File: src/rtl/sap_bus_pkg.sv
`default_nettype none
// ============================================================================
// Package     : sap_bus_pkg
// Description : Shared widths and FSM state encoding for the 16-source byte arbiter.
// Revision    : 1.0 - initial release
// ============================================================================
package sap_bus_pkg;

    localparam int DATA_W    = 8;
    localparam int N_SRC     = 16;
    localparam int SRC_IDX_W = 4;

    typedef enum logic [0:0] {
        IDLE = 1'b0,
        HOLD = 1'b1
    } state_t;

endpackage : sap_bus_pkg
`default_nettype wire

File: src/rtl/rr_pick16.sv
`default_nettype none
// ============================================================================
// Module      : rr_pick16
// Description : Combinational rotating-priority picker: first set req bit at
//               ptr, ptr+1, ... with mod-16 wrap.
// Revision    : 1.0 - initial release
// ============================================================================
module rr_pick16
    import sap_bus_pkg::*;
(
    input  logic [N_SRC-1:0]     req,
    input  logic [SRC_IDX_W-1:0] ptr,
    output logic                 any,
    output logic [SRC_IDX_W-1:0] idx
);

    logic [SRC_IDX_W-1:0] w_cand;

    // Scan from the farthest offset down so the nearest-to-ptr request is the
    // last assignment and therefore wins.
    always_comb begin
        any    = 1'b0;
        idx    = '0;
        w_cand = '0;
        for (int i = N_SRC - 1; i >= 0; i--) begin
            w_cand = ptr + SRC_IDX_W'(i);
            if (req[w_cand]) begin
                any = 1'b1;
                idx = w_cand;
            end
        end
    end

endmodule : rr_pick16
`default_nettype wire

File: src/rtl/mux_arb_16line_8bit.sv
`default_nettype none
// ============================================================================
// Module      : mux_arb_16line_8bit
// Description : 16-source round-robin byte multiplexer with a registered,
//               valid/ready output and one-hot per-source acknowledge.
// Revision    : 1.0 - initial release
// ============================================================================
module mux_arb_16line_8bit #(
    parameter int DATA_W = 8,
    parameter int N_SRC  = 16
) (
    input  logic                             clk,
    input  logic                             rst_n,
    input  logic [N_SRC*DATA_W-1:0]          in_data,
    input  logic [N_SRC-1:0]                 req,
    output logic [N_SRC-1:0]                 ack,
    output logic [DATA_W-1:0]                out,
    output logic [sap_bus_pkg::SRC_IDX_W-1:0] out_src,
    output logic                             out_valid,
    input  logic                             out_ready
);

    import sap_bus_pkg::*;

    state_t               r_state;
    state_t               w_state_nxt;
    logic [SRC_IDX_W-1:0] r_ptr;
    logic [DATA_W-1:0]    r_out;
    logic [SRC_IDX_W-1:0] r_out_src;
    logic                 w_any;
    logic [SRC_IDX_W-1:0] w_idx;
    logic                 w_grant;
    logic                 w_xfer;

    rr_pick16 u_pick (
        .req (req),
        .ptr (r_ptr),
        .any (w_any),
        .idx (w_idx)
    );

    assign w_grant = (r_state == IDLE) && w_any;
    assign w_xfer  = (r_state == HOLD) && out_ready;

    always_ff @(posedge clk or negedge rst_n) begin
        if (!rst_n) begin
            r_state <= IDLE;
        end else begin
            r_state <= w_state_nxt;
        end
    end

    always_comb begin
        w_state_nxt = r_state;
        case (r_state)
            IDLE:    if (w_any)     w_state_nxt = HOLD;
            HOLD:    if (out_ready) w_state_nxt = IDLE;
            default: w_state_nxt = IDLE;
        endcase
    end

    // Capture only on the grant edge; the held byte is immune to input changes.
    always_ff @(posedge clk or negedge rst_n) begin
        if (!rst_n) begin
            r_out     <= '0;
            r_out_src <= '0;
            r_ptr     <= '0;
        end else begin
            if (w_grant) begin
                r_out     <= in_data[int'(w_idx)*DATA_W +: DATA_W];
                r_out_src <= w_idx;
            end
            if (w_xfer) begin
                r_ptr <= r_out_src + SRC_IDX_W'(1);
            end
        end
    end

    always_comb begin
        ack = '0;
        if (w_xfer) begin
            ack[r_out_src] = 1'b1;
        end
    end

    assign out       = r_out;
    assign out_src   = r_out_src;
    assign out_valid = (r_state == HOLD);

endmodule : mux_arb_16line_8bit
`default_nettype wire

File: config.mk
export PLATFORM = sky130hd
export DESIGN_NAME = mux_arb_16line_8bit
export DESIGN_NICKNAME = d
export VERILOG_FILES = /design/src/rtl/sap_bus_pkg.sv /design/src/rtl/rr_pick16.sv /design/src/rtl/mux_arb_16line_8bit.sv
export SDC_FILE = /design/constraint.sdc
export NUM_CORES = 1
export LEC_CHECK = 0
export CORE_UTILIZATION = 42
export CTS_BUF_LIST = sky130_fd_sc_hd__clkbuf_8
export CTS_CLUSTER_SIZE = 10
export DETAILED_ROUTE_END_ITERATION = 8
export PLACE_DENSITY = 0.77
export SETUP_SLACK_MARGIN = 0.1
export SYNTH_ARGS = -nofsm -noshare
export SYNTH_HDL_FRONTEND = slang
export SYNTH_SLANG_ARGS = --single-unit
File: constraint.sdc
create_clock -name clk -period 4.87 [get_ports clk]
set_input_delay 0.974 -clock clk [delete_from_list [all_inputs] [get_ports clk]]
set_output_delay 0.974 -clock clk [all_outputs]
set_load 0.005 [all_outputs]
* After elaboration in Yosys (flattened, before gate mapping) *
Cells that the tools add are included.

word-level totals
  flip-flop bits (word level) = 17
  bits of input ports = 147

cells by class
  $add $sub $neg = 16
  order comparisons = 18
  shift operators = 1
  mux-type cells = 70
  bitwise gates (word level) = 1
  reduce and logical (&&, ||, !) cells = 3

operators with widths
  operator               number
  $shiftx A128 B8 Y8     1
  $lt A4 B5 Y1 const B   17
  $bmux W1 S4            16
  $mux W4                16
  $mux W1                35
  $add A4 B4 Y4 const B  8
  $add A4 B3 Y4 const B  4
  $mux W16               1
  $add A4 B1 Y4 const B  2
  $add A4 B2 Y4 const B  2
  $demux W1 S4           1
  $ge A4 B1 Y1 const B   1
  $logic_and A1 B1 Y1    3
  $pmux W1 S2            1
  $not A1 Y1             1

* Logic depth before layout (Yosys ltp) *
  depth in word-level cells = 21
  depth in mapped cells = 21
  depth with buffers taken out = 13

* Modules after synthesis *
A second synthesis with hierarchy kept.

second synthesis, totals
  cells, all modules = 427
  area, all modules = 4211.5 sq um

by module, submodules not included
  module               times used  cells an instance  area an instance (sq um)  seq. area each (sq um)
  rr_pick16            1           259                2328.5                    0.0
  mux_arb_16line_8bit  1           168                1883.1                    425.4

* Worst setup path before layout *
Ideal clock, no wire load.

  path type = register to register
  from = register r_ptr[1]
  to = register r_out[6], in the netlist out[6]
  library setup time = 142 ps
  data arrival time = 4558 ps
  data required time = 4728 ps
  slack = 171 ps
  cell stages (with the launch flop) = 18
  path buffers = 4
  cells stage by stage = dfrtp_1 > buf_6 > clkbuf_1 > inv_1 > ha_1 > xor2_4 > mux4_2 > mux2i_2 > mux2i_1 > a311oi_4 > a22o_1 > buf_6 > a31o_4 > buf_8 > a2111oi_2 > a2111oi_0 > o31ai_1 > o2111ai_1

between the ends
  word-level cells in the longest chain between the ends = 20
  elaborated cells between the ends (all ways) = 81

ends and longest elaborated chain
  item                                                              RTL line                                              text
  from (decl)                                                       mux_arb_16line_8bit.sv:27                             logic [SRC_IDX_W-1:0] r_ptr;
  from (signal assigned)                                            mux_arb_16line_8bit.sv:74                             r_ptr <= r_out_src + SRC_IDX_W'(1);
  $add A4 B4 Y4                                                     rr_pick16.sv:26                                       w_cand = ptr + SRC_IDX_W'(i);
  $bmux W1 S4                                                       rr_pick16.sv:27                                       if (req[w_cand]) begin
  $mux W1 (not written as such)                                     rr_pick16.sv:27
  $mux W4 / $mux W1 (equally long branches) (16 in series)          rr_pick16.sv:27
  $shiftx A128 B8 Y8 / $logic_and A1 B1 Y1 (equally long branches)  mux_arb_16line_8bit.sv:70, mux_arb_16line_8bit.sv:42
  to (signal assigned)                                              mux_arb_16line_8bit.sv:70                             r_out <= in_data[int'(w_idx)*DATA_W +: DATA_W];
  to (decl)                                                         mux_arb_16line_8bit.sv:28                             logic [DATA_W-1:0] r_out;

Parallel ways exist; a longest one is shown, timed or not. The select of a mux whose other input is x is not followed.
A chain may end at the register's enable or synchronous reset.

* Final worst setup path *
  from = input req[7]
  to = register r_out[6], in the netlist out[6]

between the ends
  word-level cells in the longest chain between the ends = 19
  elaborated cells between the ends (all ways) = 66

ends and longest elaborated chain
  item                                                              RTL line                                              text
  from (decl)                                                       mux_arb_16line_8bit.sv:15                             input logic [N_SRC-1:0] req,
  $bmux W1 S4                                                       rr_pick16.sv:27
  $mux W1 (not written as such)                                     rr_pick16.sv:27
  $mux W4 / $mux W1 (equally long branches) (16 in series)          rr_pick16.sv:27
  $shiftx A128 B8 Y8 / $logic_and A1 B1 Y1 (equally long branches)  mux_arb_16line_8bit.sv:70, mux_arb_16line_8bit.sv:42

Parallel ways exist; a longest one is shown, timed or not. The select of a mux whose other input is x is not followed.

==> results by group <==
Detailed routing
  • Post-route antenna net violation count: 0
  • Vias: 5572
  • Total wire length: 19300 um
  • DR WL/cell: 21.6 um
  • Detailed Routing Iterations Pass 1: 5
  • # DRC: 0
  • Avg Vias per Cell: 6.24
  • Iter 0 DRT Violations: 563

Critical path
  • Crit path kind: in -> reg
  • CP Launch Type: input port
  • R2R Path End: out[7]
  • Crit path arrival time: 4.76 ns
  • Critical path origin: req[7]
  • CP max stage delay: 0.61 ns
  • Crit-path max FO: 19
  • CP required: 5.00 ns
  • CP endpoint: out[6]
  • R2r startpoint: r_ptr[2]
  • Slowest cell on crit path: mux4_1
  • CP Capture Type: flip-flop
  • Worst path cell trace: clkdlybuf4s50_1 > mux4_1 > a22o_1 > o21ai_1 > o311ai_4 > a311oi_4 > buf_4 > a31o_4 > buf_12 > mux2i_1 > nor3_1 > o31ai_1 > o2111ai_1
  • Register-to-Register Path Depth: 14
  • R2R setup slack: 0.44 ns

STA
  • Worst Slack Setup Final: 0.237 ns
  • Fmax: 216 MHz
  • Setup tns final: 0 ns
  • Setup violators final: 0
  • Normalized max-slew margin: 0.402
  • Fin crit period: 4.63 ns
  • Worst slew pin tran: 0.895 ns
  • Final worst path period share: 0.951
  • Count of final max-slew check failures: 0
  • Clk_skew: 0.00245 ns
  • RSZ-0062 raised after global routing: no
  • Fin. Hold Viols: 0

GRT
  • GRT overflow: 0
  • Vias in the first global route: 5205
  • First-pass GRT wire length: 28800 um
  • All-Layer GR Usage: 0.321
  • Largest net degree at the start of global routing: 39
  • Initial antenna violation count: 0

Die
  • CORE AREA: 10900 um2
  • Die width: 108 um
  • Die Height: 108 um
  • Initial Util: 0.434
  • IO Pins: 176
  • Full die area: 11700 um2
  • # rows: 38

CTS
  • Worst-Skew Late Latency: 0.26 ns
  • Clock sinks: 17
  • CTS tree: yes
  • Total CTS buffers: 3
  • Worst-path clk slew: 0.08 ns
  • Hold-fix buffers, CTS: 0
  • Root buffer cell: clkbuf_8
  • Max Root-Sink Buffers: 2
  • Setup Fix Bufs, Post-CTS: 0
  • H-tree levels: 1

Cells and area
  • Final #Nets: 912
  • Post-layout util: 0.639
  • Area growth from synthesis to layout: 47.2%
  • Ratio of cells with drive above 1 in the final layout: 0.179
  • # diodes: 0
  • Finished Layout Cells: 893

Yosys
  • Mapped cell area: 4730 um2
  • EDFF count, synth: 0
  • Post-Syn Area per Cell: 8.58 um2
  • Warnings, synthesis: 0
  • Mapped Nets: 709
  • Main synth FF type: dfrtp_1
  • Sequential share of the synthesized area: 0.0900
  • Post-Syn Instances: 551
  • Async SR Flop Fraction: 1.00
  • Synth unique cells: 87
  • Synthesis-stage register bit count: 17

Placement
  • Port Buffers: 175
  • DP Cell Count: 889
  • GP Congestion: 0.967
  • Pre-CTS setup slack: 0.00487 ns
  • Dpl hpwl: 16000 um

Outcome
  • Outcome: finished, final reports clean

Min path
  • Worst min-delay path category: reg -> reg
  • WHS Path Cells: 2

Flow run
  • Maxcap violations: 0
timing repair:
action,4_1_cts,5_1_grt
endpoints found under the setup margin,0,6
endpoints found under the hold margin,0,0
gates resized for setup,0,3
worst max-delay path, delay by kind of cell:
kind            cells  cell delay (ns)
mux                 2             0.92
compound gates      7             1.82
buf+inv             3             0.93
simple gates        1             0.10
worst min-delay path by stage:
stage / from / to / slack (ns)
after floorplan: out[6] / out[6] / 0.48
after global placement: out[2] / out[2] / 0.48
after detailed placement: out[1] / out[1] / 0.49
after CTS: out[1] / out[1] / 0.51
after global routing: out[1] / out[1] / 0.53
final: out[1] / out[1] / 0.50
state kept, by name (all words and copies together), names as in the netlist:
signal and flops:
out 8, out_valid 1, out_src 4, r_ptr 4
stage by stage:
stage          area, um2  hold slack (ns)
2_1_floorplan       4730            0.482
3_3_place_gp        6890            0.481
3_5_place_dp        6890            0.488
4_1_cts             6940            0.507
5_1_grt             6960            0.533
6_report            6960            0.502
placed cells by master, fill, tap and decap left out, types with 8 or more instances in the layout:
cell / n
buf_4: 53
o21ai_0: 22
mux2i_1: 59
nor2_1: 26
a22o_1: 11
mux2_2: 12
nand2_1: 77
ha_1: 11
and2_1: 20
nand3_1: 24
clkdlybuf4s50_1: 175
a21oi_1: 20
dfrtp_1: 17
nand4_1: 9
xor2_1: 8
mux4_2: 26
inv_1: 16
nor3_1: 22
area by class of cell:
cell class              instances  area [um2]
flip-flops and latches         17         425
clock inverters                 1        7.51
repair buffers                231        2210
clock buffers                   3        41.3
fillers                       933        3930
well taps                     140         175
multi-input cells             482        4030
inverters                      19        72.6
synth_stat cells, drive strengths merged, types with 11 or more instances:
cell / instances / area, um2
dfrtp: 17 / 425
nand2: 78 / 295
a22o: 11 / 96.3
mux2: 17 / 195
and2: 20 / 125
nor2: 28 / 124
nand3: 24 / 120
o21ai: 24 / 120
buf: 27 / 200
mux2i: 62 / 641
a21oi: 22 / 125
nor3: 25 / 140
mux4: 27 / 612
ha: 11 / 138
inv: 17 / 63.8
cell families after synthesis:
logic type,count (synthesis),share of synthesized area
simple gates,207,0.221
flops,17,0.0900
buf+inv,52,0.0625
xor+xnor,15,0.0413
mux,106,0.306
fa+ha+maj,11,0.0291
compound gates,143,0.250
layer usage:
layer,track usage,routed length (um)
met5,0,0
met4,0.0626,439
met3,0.0633,1850
met2,0.478,8430
met1,0.477,8590
Power is left out: the tool's default activity adds up to more than one toggle a clock period on the data nets, which glitch-free logic cannot reach.
